**src/rtl/i2s_pkg.sv**
```systemverilog
// Shared constants and helpers for the I2S streamer: transmit modes and the
// occupancy counter width used by the frame FIFO and the top level.
package i2s_pkg;

    localparam logic MODE_I2S = 1'b0;
    localparam logic MODE_LJ  = 1'b1;

    // Occupancy must reach DEPTH itself, hence one bit more than the pointer.
    function automatic int level_w(input int depth);
        return $clog2(depth) + 1;
    endfunction

endpackage

```
**src/rtl/i2s_frame_fifo.sv**
```systemverilog
// Synchronous frame FIFO with show-ahead read data; pushes while full and
// pops while empty are dropped, pointers wrap modulo DEPTH.
module i2s_frame_fifo
    import i2s_pkg::*;
#(
    parameter int WIDTH = 8,
    parameter int DEPTH = 8
) (
    input  logic                      clk_i,
    input  logic                      rst_i,
    input  logic                      push_i,
    input  logic                      pop_i,
    input  logic [WIDTH-1:0]          wdata_i,
    output logic [WIDTH-1:0]          rdata_o,
    output logic [level_w(DEPTH)-1:0] level_o,
    output logic                      full_o,
    output logic                      empty_o
);

    localparam int PW = $clog2(DEPTH);
    localparam int LW = level_w(DEPTH);

    logic [WIDTH-1:0] mem_q [DEPTH];
    logic [PW-1:0]    wr_ptr_q, wr_ptr_d;
    logic [PW-1:0]    rd_ptr_q, rd_ptr_d;
    logic [LW-1:0]    level_q, level_d;
    logic             do_push_s, do_pop_s;

    assign full_o  = (level_q == LW'(DEPTH));
    assign empty_o = (level_q == LW'(0));
    assign level_o = level_q;
    assign rdata_o = mem_q[rd_ptr_q];

    always_comb begin
        do_push_s = push_i && !full_o;
        do_pop_s  = pop_i && !empty_o;
        wr_ptr_d  = wr_ptr_q;
        rd_ptr_d  = rd_ptr_q;
        level_d   = level_q;
        if (do_push_s) begin
            wr_ptr_d = wr_ptr_q + PW'(1);
        end else begin
            wr_ptr_d = wr_ptr_q;
        end
        if (do_pop_s) begin
            rd_ptr_d = rd_ptr_q + PW'(1);
        end else begin
            rd_ptr_d = rd_ptr_q;
        end
        if (do_push_s && !do_pop_s) begin
            level_d = level_q + LW'(1);
        end else if (do_pop_s && !do_push_s) begin
            level_d = level_q - LW'(1);
        end else begin
            level_d = level_q;
        end
    end

    always_ff @(posedge clk_i or posedge rst_i) begin
        if (rst_i) begin
            wr_ptr_q <= PW'(0);
            rd_ptr_q <= PW'(0);
            level_q  <= LW'(0);
        end else begin
            wr_ptr_q <= wr_ptr_d;
            rd_ptr_q <= rd_ptr_d;
            level_q  <= level_d;
        end
    end

    // Storage needs no reset: the pointers define what is valid.
    always_ff @(posedge clk_i) begin
        if (do_push_s) begin
            mem_q[wr_ptr_q] <= wdata_i;
        end
    end

endmodule

```
**src/rtl/i2s_streamer.sv**
```systemverilog
// Multi-lane I2S / left-justified transmitter: frames buffered in a FIFO,
// serialised MSB-first, with outputs changing only on SCLK falling events.
module i2s_streamer
    import i2s_pkg::*;
#(
    parameter int SAMPLE_W   = 16,
    parameter int LANES      = 4,
    parameter int SLOT_W     = 32,
    parameter int FIFO_DEPTH = 8,
    parameter int SCLK_DIV   = 4
) (
    input  logic                           clk_i,
    input  logic                           rst_i,
    input  logic                           mode_i,
    input  logic                           s_valid_i,
    output logic                           s_ready_o,
    input  logic [LANES*2*SAMPLE_W-1:0]    s_data_i,
    output logic                           sclk_o,
    output logic                           lrclk_o,
    output logic [LANES-1:0]               sd_o,
    output logic [level_w(FIFO_DEPTH)-1:0] level_o,
    output logic                           underrun_o
);

    localparam int FW       = LANES * 2 * SAMPLE_W;
    localparam int DW       = $clog2(SCLK_DIV);
    localparam int BW       = $clog2(2 * SLOT_W);
    localparam int LAST_BIT = 2 * SLOT_W - 1;

    logic [DW-1:0]    div_q, div_d;
    logic [BW-1:0]    bit_q, bit_d;
    logic             sclk_q, sclk_d;
    logic             lrclk_q, lrclk_d;
    logic [LANES-1:0] sd_q, sd_d;
    logic             mode_q, mode_d;
    logic [FW-1:0]    frame_q, frame_d;
    logic             underrun_q, underrun_d;
    logic             fall_s, wrap_s, pop_s;
    logic             fifo_full_s, fifo_empty_s;
    logic [FW-1:0]    fifo_rdata_s, src_s;
    int               pos_s;

    // Bit at frame position pos (0 = left MSB) of one lane; slot padding is zero.
    function automatic logic frame_bit(input logic [FW-1:0] frame, input int lane, input int pos);
        logic [FW-1:0]       lane_bits;
        logic [SAMPLE_W-1:0] smp;
        int                  idx;
        lane_bits = frame >> (2 * SAMPLE_W * lane);
        idx       = pos % SLOT_W;
        if (pos >= SLOT_W) begin
            smp = lane_bits[SAMPLE_W-1:0];
        end else begin
            smp = lane_bits[2*SAMPLE_W-1:SAMPLE_W];
        end
        smp = smp << idx;
        if (idx < SAMPLE_W) begin
            return smp[SAMPLE_W-1];
        end else begin
            return 1'b0;
        end
    endfunction

    i2s_frame_fifo #(
        .WIDTH (FW),
        .DEPTH (FIFO_DEPTH)
    ) u_fifo (
        .clk_i   (clk_i),
        .rst_i   (rst_i),
        .push_i  (s_valid_i),
        .pop_i   (pop_s),
        .wdata_i (s_data_i),
        .rdata_o (fifo_rdata_s),
        .level_o (level_o),
        .full_o  (fifo_full_s),
        .empty_o (fifo_empty_s)
    );

    assign s_ready_o  = !fifo_full_s;
    assign sclk_o     = sclk_q;
    assign lrclk_o    = lrclk_q;
    assign sd_o       = sd_q;
    assign underrun_o = underrun_q;

    always_comb begin
        fall_s     = (div_q == DW'(SCLK_DIV - 1));
        wrap_s     = (bit_q == BW'(LAST_BIT));
        div_d      = fall_s ? DW'(0) : div_q + DW'(1);
        sclk_d     = (div_d >= DW'(SCLK_DIV / 2));
        bit_d      = bit_q;
        lrclk_d    = lrclk_q;
        sd_d       = sd_q;
        mode_d     = mode_q;
        frame_d    = frame_q;
        underrun_d = 1'b0;
        pop_s      = 1'b0;
        src_s      = frame_q;
        pos_s      = 0;
        if (fall_s) begin
            bit_d   = wrap_s ? BW'(0) : bit_q + BW'(1);
            lrclk_d = (bit_d >= BW'(SLOT_W));
            if (wrap_s) begin
                mode_d     = mode_i;
                pop_s      = !fifo_empty_s;
                underrun_d = fifo_empty_s;
                frame_d    = fifo_empty_s ? FW'(0) : fifo_rdata_s;
            end else begin
                mode_d = mode_q;
            end
            // I2S bit 0 still belongs to the outgoing frame's last bit.
            if (mode_d == MODE_LJ) begin
                src_s = frame_d;
                pos_s = int'(bit_d);
            end else if (bit_d == BW'(0)) begin
                src_s = frame_q;
                pos_s = LAST_BIT;
            end else begin
                src_s = frame_d;
                pos_s = int'(bit_d) - 1;
            end
            for (int l = 0; l < LANES; l++) begin
                sd_d[l] = frame_bit(src_s, l, pos_s);
            end
        end else begin
            bit_d = bit_q;
        end
    end

    always_ff @(posedge clk_i or posedge rst_i) begin
        if (rst_i) begin
            div_q      <= DW'(0);
            bit_q      <= BW'(0);
            sclk_q     <= 1'b0;
            lrclk_q    <= 1'b0;
            sd_q       <= LANES'(0);
            mode_q     <= MODE_I2S;
            frame_q    <= FW'(0);
            underrun_q <= 1'b0;
        end else begin
            div_q      <= div_d;
            bit_q      <= bit_d;
            sclk_q     <= sclk_d;
            lrclk_q    <= lrclk_d;
            sd_q       <= sd_d;
            mode_q     <= mode_d;
            frame_q    <= frame_d;
            underrun_q <= underrun_d;
        end
    end

endmodule

```
**config.mk**
```make
export PLATFORM = sky130hd
export DESIGN_NAME = i2s_streamer
export DESIGN_NICKNAME = d
export VERILOG_FILES = /design/src/rtl/i2s_pkg.sv /design/src/rtl/i2s_frame_fifo.sv /design/src/rtl/i2s_streamer.sv
export SDC_FILE = /design/constraint.sdc
export NUM_CORES = 1
export LEC_CHECK = 0
export BUFFER_PORTS_ARGS = -buffer_cell sky130_fd_sc_hd__clkbuf_2
export CAP_MARGIN = 20
export CORE_ASPECT_RATIO = 1.4
export CORE_MARGIN = 3
export CORE_UTILIZATION = 62
export DETAILED_ROUTE_END_ITERATION = 12
export PLACE_DENSITY = 0.79
export REMOVE_ABC_BUFFERS = 1
export SLEW_MARGIN = 20
export SYNTH_ARGS = -nofsm -noshare
export SYNTH_HDL_FRONTEND = slang
export SYNTH_SLANG_ARGS = --single-unit
```
**constraint.sdc**
```tcl
create_clock -name clk_i -period 15.6 [get_ports clk_i]
set_input_delay 0.78 -clock clk_i [delete_from_list [all_inputs] [get_ports clk_i]]
set_output_delay 0.78 -clock clk_i [all_outputs]
set_load 0.02 [all_outputs]
```
==> impl_metrics.toml, run 1 <==
[setup_path]
slowest_stage = "buf_4"
crit_end = "sd_o[0]$_DFFE_PP0P_"
crit_type = "reg -> reg"
cp_max_fo = 42
arrival_ns = 5.11
path_common_cell = "mux2i_1"
worstPathRequired_ns = 16.13
crit_chain = "ha_1 -> and3_1 -> nand3_1 -> nand2_4 -> buf_4 -> mux2i_1 -> mux2i_1 -> a221o_1 -> nor4_1 -> o22ai_1"
endpoint_kind = "flop"
startpoint = "bit_q[0]$_DFFE_PP0P_"
cp-start-kind = "flop"
cpPeakStageDelay_ns = 0.60
reg2reg_slack_ns = 11.02
rr_endpoint = "sd_o[0]$_DFFE_PP0P_"
reg2regPathDepth = 10
r2r_start = "bit_q[0]$_DFFE_PP0P_"

[floorplan]
dieWidth_um = 238
num_rows = 118
start_util_pct = 62.9
die-area_sq_um = 78900
core-area_sq_um = 74400
io_pins = 144
chipHeight_um = 331

[layout]
instances_no_fill = 3727
area_growth_pct = 10.8
fillers = 4534
seq_area_sq_um = 34600
multi_input_area_sq_um = 11500
drive_gt1_share_pct = 23.4
finalCoreUtilization_pct = 69.7
layout.nets = 2815

[global_routing]
antenna_found_initial = 17
grt_usage_pct = 28.5
overflow = 0
first_global_vias = 26348
grt_max_degree = 147
grt_pass1_wl_um = 167000

[timing]
slew_headroom_pct = 21.1
hold_viol_final = 0
period_needed_ns = 4.58
tns_ns = 0
min_period_over_period_pct = 29.3
final.setup_skew_ns = 0.0369
setup_violations = 0
fmax_mhz = 218
final_max_slew_viol_count = 0
rsz0062_at_grt = "false"
worstMarginPinSlew_ns = 1.18

[placed_design]
hpwl_um = 61800
port_buffers = 143
place.gp.congestion = 0.919
dp_cells = 3530

[power]
p_int_mw = 5.50
swShare_pct = 22.9
p_seq_share_pct = 55.3
power_mw = 7.13
powerDensity_nw_per_um2 = 137
vdd_drop_max_mv = 0.106
pwr-share-comb_pct = 8.3
pwr-share-clk_pct = 36.4
p_leak_nw = 17.5
p_sw_mw = 1.63

[synth]
synth_cell_types = 80
yosysTopAreaCellShare_pct = 65.7
ys_top_cells_by_count = "edfxtp_1 (1,024), nand2_1 (303), mux4_2 (253), dfrtp_1 (152), mux2i_1 (106)"
syn_inst = 2541
yosys_warnings = 0
synth_most_common_cell = "edfxtp_1"
synth_largest_area_cell = "edfxtp_1"
synthTopCellsByArea = "edfxtp_1 (66%), mux4_2 (12%), dfrtp_1 (8.1%), nand2_1 (2.4%), mux2i_1 (2.3%)"
synthFlopType = "edfxtp_1"
yosysSeqAreaShare_pct = 73.8
synthArstFlopShare_pct = 12.9
mappedNetlistArea_sq_um = 46800
synth-edff-count = 1024
synth_seq_cells = 1176
synth.avg_cell_area_sq_um = 18.4

[detailed_routing]
viasPerCell = 6.78
drt-initial-drc-count = 3267
routed_wl_um = 111000
drc = 0
ant_nets = 0
drt_first_pass_iters = 5
avgRoutedWirePerCell_um = 29.8
vias = 25255

[clock_tree]
htree_levels = 3
ctsLongestPathBuffers = 3
cts_resized = 0
cts-buffers-inserted = 101
cts_tree = "yes"
cts_setup_buffers = 0
cts_root_buffer = "clkbuf_16"
worstSkewPairLatency_ns = 0.67
clk_pin_slew_ns = 0.07
cts_sinks = 1176
cts_hold_buf = 0

[worst_hold_path]
min_path_type = "in -> async"

[outcome]
outcome = "finished clean"

[run]
drv_cap = 0
[cell type report]
cell class	count	share of cell area [%]
inverters	9	0.0844
repair buffers	190	2.12
clock buffers	116	5.02
multi-input cells	1196	22.3
flip-flops and latches	1176	66.6
well taps	960	2.31
diodes	12	0.0579
clock inverters	68	1.54
[layer usage]
layer | wire, um | track usage, % | share of wire, %
met5 | 56 | 0 | 0.050
met4 | 4630 | 12.5 | 4.2
met3 | 9070 | 5.59 | 8.2
met2 | 56900 | 47.3 | 51
met1 | 40300 | 37.1 | 36
[worst min-delay path by stage]
stage | startpoint | endpoint | slack (ns) | cells after the start
2_1_floorplan | div_q[0]$_DFF_PP0_ | div_q[0]$_DFF_PP0_ | 0.40 | 1
3_3_place_gp | div_q[0]$_DFF_PP0_ | div_q[0]$_DFF_PP0_ | 0.42 | 1
3_5_place_dp | div_q[0]$_DFF_PP0_ | div_q[0]$_DFF_PP0_ | 0.44 | 1
4_1_cts | rst_i | div_q[0]$_DFF_PP0_ | 0.24 | 2
5_1_grt | rst_i | div_q[0]$_DFF_PP0_ | 0.28 | 2
6_report | rst_i | div_q[1]$_DFF_PP0_ | 0.22 | 2
[power by group through the flow]
stage                     sequential [mW]  clock [mW]  combinational, mW
after floorplan                      4.08           0              0.310
after global placement               3.97           0              0.577
after detailed placement             4.00           0              0.590
after CTS                            3.95        2.62              0.596
after global routing                 3.97        2.75              0.625
final                                3.95        2.60              0.590
[sequential cells by signal, indices dropped and copies added, names as in the netlist]
register,flops
u_fifo.wr_ptr_q,3
frame_q,128
bit_q,6
u_fifo.mem_q,1024
u_fifo.level_o,4
mode_q,1
div_q,2
underrun_o,1
u_fifo.rd_ptr_q,3
sd_o,4
[per-stage QoR]
step	cell area (sq um)	hold slack, ns	worst slack [ns]
floorplan	46100	0.401	1.60
finish	51900	0.224	11.02
detailed placement	48400	0.438	11.06
CTS	51800	0.243	11.16
global placement	48400	0.418	11.00
global route	51900	0.276	10.84
[worst max-delay path, delay by kind of cell (launching register included)]
family                     cells  cell delay [ns]
adders and majority gates      1             0.47
DFF                            1             0.59
muxes                          2             0.52
buffers and inverters          1             0.60
and+or+nand+nor                4             1.68
AOI/OAI and AO/OA              2             0.52
[kinds of logic (layout without fill, tap and decap cells)]
logic type / Yosys count / count (layout) / share of synthesized area, %
AO/OA/AOI/OAI: 333 / 333 / 4.98
XOR/XNOR: 16 / 16 / 0.315
adder cells (fa/ha/maj): 9 / 9 / 0.256
buffers and inverters: 169 / 383 / 1.75
flip-flops: 1176 / 1176 / 73.8
multiplexers: 369 / 369 / 14.7
other: 0 / 12 / 0
AND/OR/NAND/NOR: 469 / 469 / 4.25
[cell usage in the layout (no fill, tap or decap), types with 6 or more instances in the layout]
cell type	instances
o21ai_0	94
dfrtp_1	149
nor2b_1	6
clkbuf_2	143
mux2i_1	106
o211ai_1	14
edfxtp_1	1024
o2111ai_1	9
nand3_1	36
a211oi_1	7
o31ai_1	9
nor3_1	30
a31oi_1	9
diode_2	12
nand2_1	300
clkinv_2	17
xnor2_1	12
a22oi_1	7
bufinv_16	18
clkinvlp_4	6
a22o_1	52
nor2_1	44
mux2_2	10
clkbuf_1	14
clkinv_1	23
buf_4	43
ha_1	7
a21oi_1	67
and2_1	6
and3_1	10
mux4_2	253
clkbuf_16	102
inv_1	7
(Power assumes the default switching activity.)
==> run 2: changes to the inputs <==
CORE_UTILIZATION = 56   (was 62)
PLACE_DENSITY = 0.76   (was 0.79)
clock period = 4.2 ns   (was 15.6 ns; I/O delays follow)
==> run 2 against run 1 <==
  * Critical path depth unchanged
  * Maximum frequency rose by 21%
  * Non-clock buffer count is 182 higher
  * Largest power group unchanged
  * Highest routed layer unchanged
  * First-iteration DRC count down 17%
  * Design area grew 4.6%
  * Setup slack worse by 11 ns
  * Global-route usage fell by 2.6 points
  * Power grew to 3.8 times the previous value
==> impl_metrics.toml, run 2 (synthesized netlist as in run 1, its figures left out) <==
[floorplan]
num_rows = 124
dieWidth_um = 250
io_pins = 144
die-area_sq_um = 87200
core-area_sq_um = 82200
chipHeight_um = 348
start_util_pct = 57.0

[global_routing]
grt_pass1_wl_um = 169000
grt_usage_pct = 25.9
first_global_vias = 26862
grt_max_degree = 78
overflow = 0
antenna_found_initial = 8

[setup_path]
crit_chain = "ha_1 -> nand3_1 -> o21ai_2 -> a221o_1 -> a21boi_4 -> o21ai_4 -> mux4_2 -> and2_1 -> o211ai_1 -> o22ai_1"
crit_type = "reg -> reg"
cp_max_fo = 29
cpPeakStageDelay_ns = 0.71
worstPathRequired_ns = 4.75
cp-start-kind = "flop"
arrival_ns = 4.33
endpoint_kind = "flop"
slowest_stage = "o21ai_4"

[layout]
final_common_cell = "edfxtp_1"
instances_no_fill = 4022
mostFrequentLayoutCells = "edfxtp_1 (1,024), nand2_1 (300), mux4_2 (253)"
drive_gt1_share_pct = 24.0
area_growth_pct = 15.8
reg_top3 = "u_fifo.mem_q: 1024 flops, frame_q: 128 flops, bit_q: 6 flops"
finalCoreUtilization_pct = 66.0
top_register = "u_fifo.mem_q"
largest_register_ffs = 1024
layout.nets = 3000

[placed_design]
dp_cells = 3695
place.gp.congestion = 0.921
pre_cts_ws_ns = 0.493
hpwl_um = 67700
port_buffers = 143

[timing]
holdWs_ns = 0.0376
final.setup_skew_ns = 0.0267
tns_ns = 0
rsz0062_at_grt = "false"
fmax_mhz = 265
worstMarginPinSlew_ns = 1.08
hold_viol_final = 0
setup_ws_ns = 0.422
min_period_over_period_pct = 89.9
slew_headroom_pct = 27.7
setup_violations = 0
final_max_slew_viol_count = 0
period_needed_ns = 3.78

[clock_tree]
ctsLongestPathBuffers = 3
cts_root_buffer = "clkbuf_16"
cts_sinks = 1176
worstSkewPairLatency_ns = 0.68
htree_levels = 3
clk_pin_slew_ns = 0.07
cts_tree = "yes"
cts-buffers-inserted = 104

[detailed_routing]
avgRoutedWirePerCell_um = 27.5
drt-initial-drc-count = 2709
ant_nets = 0
drc = 0
vias = 25496
routed_wl_um = 111000
drt_first_pass_iters = 5
viasPerCell = 6.34

[run]
drv_cap = 0

[power]
vdd_drop_max_mv = 0.446
p_seq_share_pct = 54.3
pwr-share-comb_pct = 9.1
powerDensity_nw_per_um2 = 496
p_int_mw = 20.8
p_leak_nw = 18.5
p_sw_mw = 6.16
pwr-share-clk_pct = 36.6
swShare_pct = 22.9

[outcome]
outcome = "finished clean"

[worst_hold_path]
min_path_type = "in -> reg"
[run 2: cell types whose count changed in the layout (fill, tap and decap cells not counted), moves of 4 or more]
cell / before / now
buf_12: 2 / 34
buf_4: 43 / 65
clkbuf_1: 14 / 23
clkbuf_16: 102 / 107
clkbuf_8: 0 / 4
clkinv_1: 23 / 12
diode_2: 12 / 4
dlygate4sd3_1: 0 / 129
inv_6: 2 / 6
[run 2: layer usage]
metal	global-route usage (%)	part of all wire, %	vias up
li1	-	-	10828
met1	33.0	37	13279
met2	44.8	52	1156
met3	4.47	6.9	225
met4	9.93	3.5	8
met5	0	0.050	-
[run 2: per-stage QoR]
stage	area, sq um	power (mW)
2_1_floorplan	46100	16.3
3_3_place_gp	49400	17.0
3_5_place_dp	49400	17.2
4_1_cts	54200	27.1
5_1_grt	54300	27.8
6_report	54300	26.9
[run 2: area by class of cell]
cell class / count / area, sq um
Antenna cell: 4 / 10.0
Clock buffer: 134 / 2820
Clock inverter: 60 / 732
Fill cell: 5313 / 28000
Inverter: 9 / 43.8
Multi-Input combinational cell: 1196 / 11500
Sequential cell: 1176 / 34600
Tap cell: 1071 / 1340
Timing Repair Buffer: 372 / 3200
[run 2: path summary, 6_finish.rpt]
path / startpoint / endpoint / slack, ns / cells after the start
setup / recovery: bit_q[0]$_DFFE_PP0P_ / sd_o[0]$_DFFE_PP0P_ / 0.42 / 10
hold / removal: s_valid_i / u_fifo.wr_ptr_q[1]$_DFFE_PP0P_ / 0.04 / 4
setup reg to reg: bit_q[0]$_DFFE_PP0P_ / sd_o[0]$_DFFE_PP0P_ / 0.42 / 10
hold reg to reg: div_q[0]$_DFF_PP0_ / div_q[0]$_DFF_PP0_ / 0.43 / 1
max in group asynchronous: rst_i / frame_q[36]$_DFFE_PP0P_ / 2.92 / 4
min in group asynchronous: rst_i / frame_q[49]$_DFFE_PP0P_ / 0.24 / 3
[run 2: timing repair]
action | 4_1_cts | 5_1_grt
hold buffers | 129 | 0
gates resized for setup | 0 | 0
setup endpoints to repair | 0 | 0
setup buffers | 0 | 0
endpoints found under the hold margin | 1099 | 0
[run 2: power groups by stage]
stage / clock, mW / sequential (mW) / combinational, mW
floorplan: 0 / 15.2 / 1.16
global placement: 0 / 14.7 / 2.32
detailed placement: 0 / 14.9 / 2.38
CTS: 9.98 / 14.6 / 2.50
global route: 10.4 / 14.7 / 2.62
finish: 9.85 / 14.6 / 2.45
[run 2: critical path, delay by kind of cell (launching register included)]
| family | cells | cell delay (ns) |
|---|---|---|
| muxes | 1 | 0.42 |
| adders and majority gates | 1 | 0.47 |
| and+or+nand+nor | 2 | 0.38 |
| DFF | 1 | 0.58 |
| AOI/OAI and AO/OA | 6 | 1.79 |
